### src/rtl/bcd_to_binary.sv
// Sequential four-digit BCD-to-binary converter.
// Accepts thousands/hundreds/tens/ones on a start pulse, accumulates one digit
// per cycle (acc*10 + digit) and returns the binary value with a done pulse.
// Any digit above 9 short-circuits to a one-cycle error result (y=0, err=1).
// OUT_W must be at least 14 so that 9999 fits; upper bits are zero-filled.

module bcd_to_binary #(
   parameter int unsigned OUT_W = 16
) (
   input  logic             clk,
   input  logic             reset_n,
   input  logic             start,
   input  logic [3:0]       thousands,
   input  logic [3:0]       hundreds,
   input  logic [3:0]       tens,
   input  logic [3:0]       ones,
   output logic [OUT_W-1:0] y,
   output logic             busy,
   output logic             done,
   output logic             err
);

   localparam int unsigned DIG_W = 4;
   localparam int unsigned CNT_W = 2;
   localparam int unsigned N_DIG = 4;

   typedef enum logic [1:0] {
      IDLE = 2'd0,
      CONV = 2'd1,
      ERR  = 2'd2
   } state_t;

   state_t                       state_q, state_d;
   logic [N_DIG-1:0][DIG_W-1:0]  dig_q, dig_d;
   logic [OUT_W-1:0]             acc_q, acc_d;
   logic [CNT_W-1:0]             cnt_q, cnt_d;
   logic [OUT_W-1:0]             y_d;
   logic                         busy_d, done_d, err_d;

   logic                         bad_digit;
   logic [OUT_W-1:0]             acc_x10;
   logic [OUT_W-1:0]             acc_step;

   // Any incoming digit outside 0..9 marks the request as invalid.
   assign bad_digit = (thousands > 4'd9) | (hundreds > 4'd9) |
                      (tens > 4'd9) | (ones > 4'd9);

   // acc*10 as shift-and-add; the largest intermediate (9999) cannot overflow.
   assign acc_x10  = (acc_q << 3) + (acc_q << 1);
   assign acc_step = acc_x10 + OUT_W'(dig_q[cnt_q]);

   // State and datapath registers; reset discards any partial conversion.
   always_ff @(posedge clk or negedge reset_n) begin
      if (!reset_n) begin
         state_q <= IDLE;
         dig_q   <= '0;
         acc_q   <= '0;
         cnt_q   <= '0;
         y       <= '0;
         busy    <= 1'b0;
         done    <= 1'b0;
         err     <= 1'b0;
      end else begin
         state_q <= state_d;
         dig_q   <= dig_d;
         acc_q   <= acc_d;
         cnt_q   <= cnt_d;
         y       <= y_d;
         busy    <= busy_d;
         done    <= done_d;
         err     <= err_d;
      end
   end

   // Next-state and next-output logic; done is a single-cycle pulse.
   always_comb begin
      state_d = state_q;
      dig_d   = dig_q;
      acc_d   = acc_q;
      cnt_d   = cnt_q;
      y_d     = y;
      busy_d  = busy;
      done_d  = 1'b0;
      err_d   = err;

      case (state_q)
         IDLE: begin
            if (start) begin
               // Index 0 holds thousands so digits are consumed MSD first.
               dig_d   = {ones, tens, hundreds, thousands};
               acc_d   = '0;
               cnt_d   = '0;
               busy_d  = 1'b1;
               err_d   = 1'b0;
               state_d = bad_digit ? ERR : CONV;
            end
         end

         CONV: begin
            acc_d = acc_step;
            if (cnt_q == CNT_W'(N_DIG - 1)) begin
               y_d     = acc_step;
               done_d  = 1'b1;
               busy_d  = 1'b0;
               cnt_d   = '0;
               state_d = IDLE;
            end else begin
               cnt_d = cnt_q + CNT_W'(1);
            end
         end

         ERR: begin
            y_d     = '0;
            err_d   = 1'b1;
            done_d  = 1'b1;
            busy_d  = 1'b0;
            state_d = IDLE;
         end

         default: begin
            state_d = IDLE;
         end
      endcase
   end

endmodule

### config.mk
export PLATFORM = sky130hd
export DESIGN_NAME = bcd_to_binary
export DESIGN_NICKNAME = d
export VERILOG_FILES = /design/src/rtl/bcd_to_binary.sv
export SDC_FILE = /design/constraint.sdc
export NUM_CORES = 1
export LEC_CHECK = 0
export CAP_MARGIN = 15
export CORE_MARGIN = 4
export CORE_UTILIZATION = 40
export DETAILED_ROUTE_END_ITERATION = 7
export SLEW_MARGIN = 30
export SYNTH_ARGS = -nofsm -noshare
export SYNTH_HDL_FRONTEND = slang
export SYNTH_SLANG_ARGS = --single-unit
### constraint.sdc
create_clock -name clk -period 8.4 [get_ports clk]
set_input_delay 2.1 -clock clk [delete_from_list [all_inputs] [get_ports clk]]
set_output_delay 2.1 -clock clk [all_outputs]
set_load 0.05 [all_outputs]
=== After elaboration in Yosys (flattened, before gate mapping) ===
Cells that the tools add are included.

* Bits in latches: 0
* Memories: 0
* Memory bits (writable): 0
* Output and inout bits: 19
* Word-level logic and storage cells: 58
* Register bits: 54
* ROM bits: 0

* Multiplexer cells: 20
* Divide/modulo/power cells: 0
* Add/sub/neg operators: 3
* Multiply operators: 0
* Eq/ne operators: 5
* Reductions and logical operators: 11
* Bitwise gates (word level): 3
* Shift operators: 0
* Order comparisons: 5

{| class="wikitable"
|+ Operator list
! operator !! count
|-
| $pmux W16 S2 || 1
|-
| $pmux W15 S2 || 1
|-
| $add A16 B16 Y16 || 1
|-
| $add A16 B4 Y16 || 1
|-
| $gt A4 B4 Y1 const B || 4
|-
| $mux W16 || 1
|-
| $mux W15 || 1
|-
| $mux W2 || 5
|-
| $reduce_and A2 Y1 || 5
|-
| $bmux W4 S2 || 1
|-
| $pmux W2 S2 || 2
|-
| $reduce_bool A2 Y1 || 3
|-
| $eq A2 B2 Y1 const B || 2
|-
| $mux W1 || 4
|-
| $mux W4 || 1
|-
| $ne A2 B2 Y1 const B || 2
|-
| $pmux W1 S2 || 2
|-
| $lt A2 B3 Y1 const B || 1
|-
| $or A1 B1 Y1 || 3
|-
| $pmux W1 S3 || 1
|-
| $reduce_and A3 Y1 || 1
|-
| $reduce_bool A3 Y1 || 1
|-
| $add A2 B1 Y2 const B || 1
|-
| $eq A2 B1 Y1 const B || 1
|-
| $logic_not A2 Y1 || 1
|}

=== Longest topological paths before layout ===
Gate-level depths: netlist (run 1).

* Depth in word-level cells: 7
* Gate-level depth with buffers: 11
* Mapped depth without buffers: 10

=== Worst setup path after synthesis (run 1) ===
No wires, ideal clock.

* Kind: flip-flop to flip-flop
* From: register cnt_q[0]
* To: register acc_q[14]
* Buffers on the path: 1
* Setup time: 0.095 ns
* Setup slack: 5.151 ns
* Data arrival time: 3.153 ns
* Cell stages (with the launch flop): 11
* Period minus slack after synthesis: 3.249 ns
* Required time: 8.305 ns
* Cell sequence: dfrtp_1 -> clkbuf_1 -> mux4_2 -> inv_1 -> fa_1 -> fa_1 -> nor2b_1 -> o2111ai_1 -> a2111oi_2 -> nor3_1 -> o31ai_1

* Longest elaborated chain between the ends: 4

{| class="wikitable"
|+ Ends and longest elaborated chain
! item !! line !! RTL
|-
| start, declared || 36 || <nowiki>logic [CNT_W-1:0] cnt_q, cnt_d;</nowiki>
|-
| start signal, assigned || 67 || <nowiki>cnt_q <= cnt_d;</nowiki>
|-
| $bmux W4 S2 || 50 || <nowiki>assign acc_step = acc_x10 + OUT_W'(dig_q[cnt_q]);</nowiki>
|-
| $mux W4 (not written as such) || 50 ||
|-
| $add A16 B4 Y16 || 50 ||
|-
| $pmux W15 S2 || 86 || <nowiki>case (state_q)</nowiki>
|-
| end signal, assigned || 57 || <nowiki>acc_q <= '0;</nowiki>
|-
| end signal, assigned || 66 || <nowiki>acc_q <= acc_d;</nowiki>
|-
| end, declared || 35 || <nowiki>logic [OUT_W-1:0] acc_q, acc_d;</nowiki>
|}

No other way between the ends. The select of a mux whose other input is x is not followed.
A chain may end at the register's enable or synchronous reset.

=== Worst setup path in the final report (run 1) ===
* From: register y[5]
* To: output port y[5]

{| class="wikitable"
|+ RTL lines
! item !! line !! RTL
|-
| start, declared || 17 || <nowiki>output logic [OUT_W-1:0] y,</nowiki>
|-
| start signal, assigned || 68 || <nowiki>y <= y_d;</nowiki>
|}

No word-level cell between the ends.

==> results of run 1 <==
==> layer usage <==
metal,vias up,track usage,routed length [um]
met5,-,0,0
met2,41,0.277,3350
met3,7,0.0258,237
met1,1123,0.227,3370
met4,0,0.0474,74
li1,1129,-,-
==> layout by cell type, fill, tap and decap left out, types with 3 or more instances in the layout <==
cell	instances
clkbuf_8	5
nor2_1	12
inv_1	12
nor3_1	6
a21o_1	3
nand2b_1	4
dfrtp_1	54
nand3_1	8
nand2_1	23
o31ai_1	9
o21ai_0	14
mux4_2	4
mux2_2	16
xor2_1	3
o21a_1	5
ha_1	30
a21oi_1	11
a22o_1	17
xnor2_1	3
clkdlybuf4s50_1	36
o211ai_1	3
nand4_1	5
nor2b_1	4
==> sequential cells by signal, indices dropped and copies added, names as in the netlist <==
register,flops
err,1
done,1
state_q,2
dig_q,16
y,16
busy,1
cnt_q,2
acc_q,15
==> final timing paths <==
kind,from,cells past startpoint,end
min in group asynchronous,reset_n,2,y[14]
setup / recovery,y[5],1,y[5]
hold reg to reg,y[14],2,y[14]
setup reg to reg,cnt_q[0],9,acc_q[14]
hold / removal,y[14],2,y[14]
max in group asynchronous,reset_n,2,acc_q[8]
==> cell families (layout without fill, tap and decap cells) <==
logic type	Yosys count	in the layout	synth area share
flip-flops	54	54	0.435
AO/OA/AOI/OAI	75	75	0.175
XOR/XNOR	6	6	0.0169
multiplexers	22	22	0.0935
buffers and inverters	23	59	0.0294
adder cells (fa/ha/maj)	32	32	0.134
AND/OR/NAND/NOR	73	73	0.116
==> power by group <==
part / switching, mW / internal (mW)
logic: 0.149 / 0.129
clock network: 0.0965 / 0.0906
registers: 0.0357 / 0.312
==> stage by stage <==
step	worst slack (ns)	area, um^2	total power [mW]	utilization
6_report	4.75	3690	0.813	0.498
5_1_grt	4.58	3690	0.870	0.498
4_1_cts	4.74	3680	0.817	0.497
3_5_place_dp	4.58	3570	0.631	0.481
3_3_place_gp	4.59	3570	0.624	0.481
2_1_floorplan	5.15	3100	0.545	-
==> final cells by class <==
cell class / count / area share
clock buffers: 5 / 0.0186
clock inverters: 3 / 0.0129
inverters: 12 / 0.0122
multi-input cells: 208 / 0.454
flip-flops and latches: 54 / 0.366
well taps: 99 / 0.0336
repair buffers: 39 / 0.103
==> run summary, run 1 <==
CP Buf/Inv Count - 1
Max IR drop VDD - 0.180 mV
Synth Register Bits - 54
Hold Vio Cnt, Final - 0
Yosys top cell area share - 0.435
largest cells by area after synthesis - dfrtp_1, ha_1, mux2_2
RePlAce Congestion - 0.843
Fmax achieved - 0.274 GHz
vias in the first global route - 2427
CTS buffer count - 5
Post-synth top cells - dfrtp_1, ha_1, nand2_1
Setup crit start kind - flop
Syn Area/Cell - 10.9 um^2
total track usage - 0.168
Reg area - 1350 um^2
Synth Flop Type - dfrtp_1
first-pass GRT wire length - 12000 um
chip height - 96.1 um
Inserted Diodes - 0
CP cell instances - clkdlybuf4s50_1
PD cells - 220 nW/um^2
Fillers - 682
Clock Path Buffers - 2
Row Count - 31
Post-synth EDFFs - 0
Post-CTS Setup Bufs - 0
critical path endpoint category - primary output
Starting Density - 0.419
share of cells above drive strength 1 - 0.115
Yosys cell types - 45
final layout net count - 371
outcome - completed
final non-filler cell total - 420
PostCTS Resize Cnt - 0
kind of cell adding the most delay to the critical path - buffers and inverters
clk slew on worst S/H paths - 0.11 ns
crit path time final - 3.65 ns
top-count cell post-synth - dfrtp_1
Final TNS setup - 0 ns
htree depth - 2
Root Buffer - clkbuf_8
leading area contributor after synthesis - dfrtp_1
area of the multi-input gates - 1670 um^2
IO Port Bufs - 37
DRC violations left - 0
worst path arrival time - 1.55 ns
MaxCap Viol Count - 0
ys async rst share - 1.00
core area - 7410 um^2
Fin Clk Skew - 0.0109 ns
Post-Route WL - 7030 um
final worst-path cycle share - 0.435
Slew Viols, Final - 0
area grow syn2layout - 18.9%
Avg WL per Cell - 16.7 um
Post-DP HPWL - 5110 um
reg-to-reg slack, setup - 4.89 ns
Die Footprint - 9230 um^2
DR iter-0 viols - 57
Synthesized Nets - 336
Crit-path slowest cell - clkdlybuf4s50_1
setup violators final - 0
GRT overflow - 0
Max stage delay on crit path - 0.82 ns
Pre-Repair DR Iteration Count - 4
RSZ-0062 raised after global routing - false
leakage - 1.67 nW
Yosys warnings - 0
CP required - 6.30 ns
slew margin rel. - 0.349
initial antenna violation count - 0
WHS - 0.490 ns
IO Pins - 38
placed insts - 412
sequential cell area fraction in the yosys report - 0.435
critical path type - flop to primary output
clk_lat worst skew - 0.32 ns
Worst Tran Pin Value - 0.972 ns
Post-Syn Area - 3100 um^2
worst min-delay path class - flop to flop
vias post-DR - 2300
CTS tree - built
Hold Buf Count CTS - 0
Chip Width - 96.1 um
Post-DRT Antenna Nets - 0
pin count of the biggest net entering global routing - 55
clock sink count - 54
cell count after synthesis - 285
Vias/cell - 5.48
CP Max Fanout - 2
Power figures use the tool's default switching activity.
==> run 2: changes to the inputs <==
==> constraint.sdc (replaced) <==
create_clock -name clk -period 3.64 [get_ports clk]
set_input_delay 0.91 -clock clk [delete_from_list [all_inputs] [get_ports clk]]
set_output_delay 0.91 -clock clk [all_outputs]
set_load 0.05 [all_outputs]
==> run 2 against run 1 <==
Clock power increased to 2.7 times the previous value. Utilization grew 0.32 points. Combinational power grew 130%. Sequential power rose by 130%. Die area unchanged. Non-clock buffer count grew 1. Worst hold slack improved by 0.00051 ns. Worst setup slack worse by 4.5 ns. Global-route usage decreased by 0.12 points. Cell count increased by 0.24%. Power up 140%. Wire length rose by 0.17%. Highest routed layer unchanged.
==> run summary, run 2 (synthesis gave the netlist of run 1 again) <==
crit path time final - 3.39 ns
Post-DRT Antenna Nets - 0
GRT overflow - 0
pre-CTS WS - 0.268 ns
Slew Viols, Final - 0
PD cells - 523 nW/um^2
area grow syn2layout - 19.7%
clk_lat worst skew - 0.31 ns
Fillers - 682
leakage - 1.69 nW
chip height - 96.1 um
final worst slack - 0.249 ns
Fmax achieved - 0.295 GHz
Row Count - 31
IO Pins - 38
worst path arrival time - 3.61 ns
PostCTS Resize Cnt - 0
total chip power - 1.94 mW
DRC violations left - 0
Inserted Diodes - 0
Hold Vio Cnt, Final - 0
outcome - completed
worst min-delay path class - flop to flop
reg-to-reg slack, setup - 0.25 ns
Fin Clk Skew - 0.00943 ns
initial antenna violation count - 0
Max IR drop VDD - 0.298 mV
Clock Path Buffers - 2
total track usage - 0.166
MaxCap Viol Count - 0
CP Max Fanout - 7
Vias/cell - 5.52
Post-Route WL - 7040 um
biggest regs - dig_q: 16 flops, y: 16 flops, acc_q: 15 flops
Starting Density - 0.419
commonest non-fill, non-tap cell in the layout - dfrtp_1
first-pass GRT wire length - 11800 um
Hold Buf Count CTS - 0
slew margin rel. - 0.375
final worst-path cycle share - 0.932
Chip Width - 96.1 um
vias in the first global route - 2406
DR iter-0 viols - 93
critical path type - flop to flop
clock sink count - 54
setup violators final - 0
Post-CTS Setup Bufs - 0
critical path endpoint category - flop
Final TNS setup - 0 ns
vias post-DR - 2322
Root Buffer - clkbuf_8
core area - 7410 um^2
Worst Tran Pin Value - 0.934 ns
IO Port Bufs - 37
RSZ-0062 raised after global routing - false
Pre-Repair DR Iteration Count - 4
Setup crit start kind - flop
Reg area - 1350 um^2
most frequent cells in the layout - dfrtp_1, clkdlybuf4s50_1, ha_1
RePlAce Congestion - 0.875
share of cells above drive strength 1 - 0.115
CP required - 3.86 ns
final layout net count - 372
Post-DP HPWL - 5260 um
Avg WL per Cell - 16.7 um
CTS tree - built
htree depth - 2
clk slew on worst S/H paths - 0.10 ns
area of the multi-input gates - 1660 um^2
pin count of the biggest net entering global routing - 46
CTS buffer count - 5
Die Footprint - 9230 um^2
[run 2: cell types whose count changed in the layout (fill, tap and decap cells not counted), sizes merged]
cell,delta
buf,+1
bufinv,+1
clkbuf,+1
clkinv,-1
inv,-1
[run 2: routing by layer]
layer | track usage | part of all wire | vias to the layer above
li1 | - | - | 1135
met1 | 0.218 | 0.47 | 1125
met2 | 0.282 | 0.47 | 53
met3 | 0.0289 | 0.038 | 9
met4 | 0.0474 | 0.014 | 0
met5 | 0 | 0 | -
[run 2: layout make-up]
class	instances	area share
Timing Repair Buffer	40	0.105
Clock buffer	6	0.0222
Inverter	12	0.0121
Sequential cell	54	0.364
Multi-Input combinational cell	208	0.447
Clock inverter	2	0.0162
Tap cell	99	0.0333
[run 2: final timing paths]
check,end,cells after the start,start
min in group asynchronous,y[13],1,reset_n
max,acc_q[14],9,cnt_q[0]
max reg2reg,acc_q[14],9,cnt_q[0]
min reg2reg,y[10],2,y[10]
min,y[10],2,y[10]
max in group asynchronous,y[7],2,reset_n
[run 2: where the power goes]
part           internal (mW)  switching (mW)  total, mW  leakage [nW]
logic                  0.297           0.344      0.640         0.904
clock network          0.293           0.203      0.497        0.0714
registers              0.721          0.0849      0.806         0.710
total                   1.31           0.632       1.94          1.69
[run 2: worst max-delay path, stage by stage, from the launching register on]
cell	delay, ns
dfrtp_1	0.57
mux4_2	0.55
inv_1	0.08
fa_1	0.45
fa_1	0.48
nor2b_1	0.18
o2111ai_1	0.20
a2111oi_2	0.46
nor3_1	0.11
o31ai_1	0.23
[run 2: through the flow]
stage	hold slack [ns]	cells	utilization	area (um^2)
5_1_grt	0.513	421	0.501	3710
6_report	0.490	421	0.501	3710
3_3_place_gp	0.467	413	0.482	3570
3_5_place_dp	0.470	413	0.482	3570
4_1_cts	0.493	421	0.501	3710
2_1_floorplan	0.453	285	-	3100
==> run 3: changes to the inputs <==
--- a/config.mk
+++ b/config.mk
@@ -6,7 +6,7 @@
 export NUM_CORES = 1
 export LEC_CHECK = 0
 export CAP_MARGIN = 15
-export CORE_MARGIN = 4
+export CORE_MARGIN = 5
 export CORE_UTILIZATION = 40
 export DETAILED_ROUTE_END_ITERATION = 7
 export SLEW_MARGIN = 30
==> run 3 against run 2 <==
Sequential share of layout area increased by 0.25 points. Clock power fell by 14%. Wire length fell by 4.1%. First-iteration DRC count shrank 20%. Clock-buffer cell count shrank 1. Global-route usage fell by 2.0 points. Fmax rose by 0.57%. Die area is 4.2% higher. Via count grew 0.17%. Clock skew is 0.00056 ns higher. Critical path type unchanged.
==> run summary, run 3 (synthesis gave the netlist of run 1 again) <==
outcome - completed
core area - 7650 um^2
power share of the clock group - 0.228
leakage - 1.67 nW
Root Buffer - clkbuf_8
Inserted Diodes - 0
Final TNS setup - 0 ns
slew margin rel. - 0.467
Hold Buf Count CTS - 0
clk slew on worst S/H paths - 0.11 ns
commonest non-fill, non-tap cell in the layout - dfrtp_1
Pint - 1.23 mW
initial antenna violation count - 0
vias post-DR - 2326
biggest regs - dig_q: 16 flops, y: 16 flops, acc_q: 15 flops
clk_lat worst skew - 0.31 ns
RePlAce Congestion - 0.878
CP Buf/Inv Count - 1
Avg WL per Cell - 15.9 um
Seq pwr share - 0.431
Net Sw Power - 0.638 mW
Worst Tran Pin Value - 0.797 ns
total track usage - 0.147
worst path arrival time - 3.60 ns
Post-Route WL - 6750 um
Pre-Repair DR Iteration Count - 4
Row Count - 32
Post-CTS Setup Bufs - 0
first-pass GRT wire length - 11600 um
Clock Path Buffers - 2
Fmax achieved - 0.297 GHz
Slew Viols, Final - 0
GRT overflow - 0
CTS tree - built
kind of cell adding the most delay to the critical path - adder cells
IO Port Bufs - 37
MaxCap Viol Count - 0
Fillers - 740
chip height - 98.1 um
Vias/cell - 5.49
Setup crit start kind - flop
CP cell instances - mux4_2 -> inv_1 -> fa_1 -> fa_1 -> nor2b_1 -> o2111ai_1 -> a2111oi_2 -> nor3_1 -> o31ai_1
CP required - 3.86 ns
Crit-path slowest cell - dfrtp_1
PD cells - 505 nW/um^2
Post-DRT Antenna Nets - 0
CP Max Fanout - 7
final layout net count - 372
Starting Density - 0.406
Die Footprint - 9620 um^2
worst min-delay path class - flop to flop
setup violators final - 0
critical path type - flop to flop
Fin Clk Skew - 0.00999 ns
IO Pins - 38
Max stage delay on crit path - 0.55 ns
DRC violations left - 0
area grow syn2layout - 18.9%
Gate power share - 0.341
critical path endpoint category - flop
vias in the first global route - 2463
clock sink count - 54
final worst-path cycle share - 0.926
CTS buffer count - 5
crit path time final - 3.37 ns
pin count of the biggest net entering global routing - 33
share of cells above drive strength 1 - 0.115
most frequent cells in the layout - dfrtp_1, clkdlybuf4s50_1, ha_1
most used cell, CP - fa_1
PostCTS Resize Cnt - 0
Final Util - 0.482
switching share of power - 0.342
Post-DP HPWL - 5170 um
RSZ-0062 raised after global routing - false
Max IR drop VDD - 0.273 mV
Hold Vio Cnt, Final - 0
htree depth - 2
Chip Width - 98.1 um
DR iter-0 viols - 74
run 3: changes by cell type in the layout (fill, tap and decap cells not counted):
cell       previous run  this run
inv_6                 0         2
bufinv_16             2         1
buf_4                 4         3
buf_2                 0         1
clkbuf_8              6         5
run 3: power groups by stage:
stage	registers (mW)	logic (mW)	clock network, mW
6_report	0.804	0.635	0.425
5_1_grt	0.824	0.710	0.461
4_1_cts	0.804	0.648	0.443
3_5_place_dp	0.817	0.648	0
3_3_place_gp	0.816	0.637	0
2_1_floorplan	0.833	0.425	0
run 3: final timing paths:
| path | start | end | slack (ns) | cells past startpoint |
|---|---|---|---|---|
| max | cnt_q[0] | acc_q[14] | 0.27 | 9 |
| min | y[10] | y[10] | 0.49 | 2 |
| max reg2reg | cnt_q[0] | acc_q[14] | 0.27 | 9 |
| min reg2reg | y[10] | y[10] | 0.49 | 2 |
| max in group asynchronous | reset_n | dig_q[5] | 2.28 | 2 |
| min in group asynchronous | reset_n | acc_q[13] | 0.56 | 1 |
run 3: through the flow:
stage | cells | worst slack [ns] | power (mW) | instance area (um^2) | hold WS (ns)
4_1_cts | 424 | 0.263 | 1.90 | 3690 | 0.494
3_5_place_dp | 416 | 0.309 | 1.46 | 3570 | 0.469
2_1_floorplan | 285 | 0.391 | 1.26 | 3100 | 0.453
6_report | 424 | 0.268 | 1.86 | 3690 | 0.486
3_3_place_gp | 416 | 0.346 | 1.45 | 3570 | 0.465
5_1_grt | 424 | 0.0195 | 2.00 | 3690 | 0.523
run 3: final cells by class:
class                      instances  area, um^2  area share
clock buffer                       5        68.8      0.0187
clock inverter                     3        47.5      0.0129
inverter                          12        45.0      0.0122
multi-input combinational        208        1660       0.450
sequential                        54        1350       0.366
tap                              102         128      0.0346
timing repair buffer              40         388       0.105
run 3: per-layer routing:
layer | part of all wire | track usage
met5 | 0 | 0
met2 | 0.48 | 0.239
met4 | 0.023 | 0.0479
met3 | 0.037 | 0.0271
met1 | 0.46 | 0.198
run 3: tightest hold or removal path, stage by stage (launching register included):
cell and delay [ns]:
dfrtp_1 0.35, nand2_1 0.05, o31ai_1 0.05
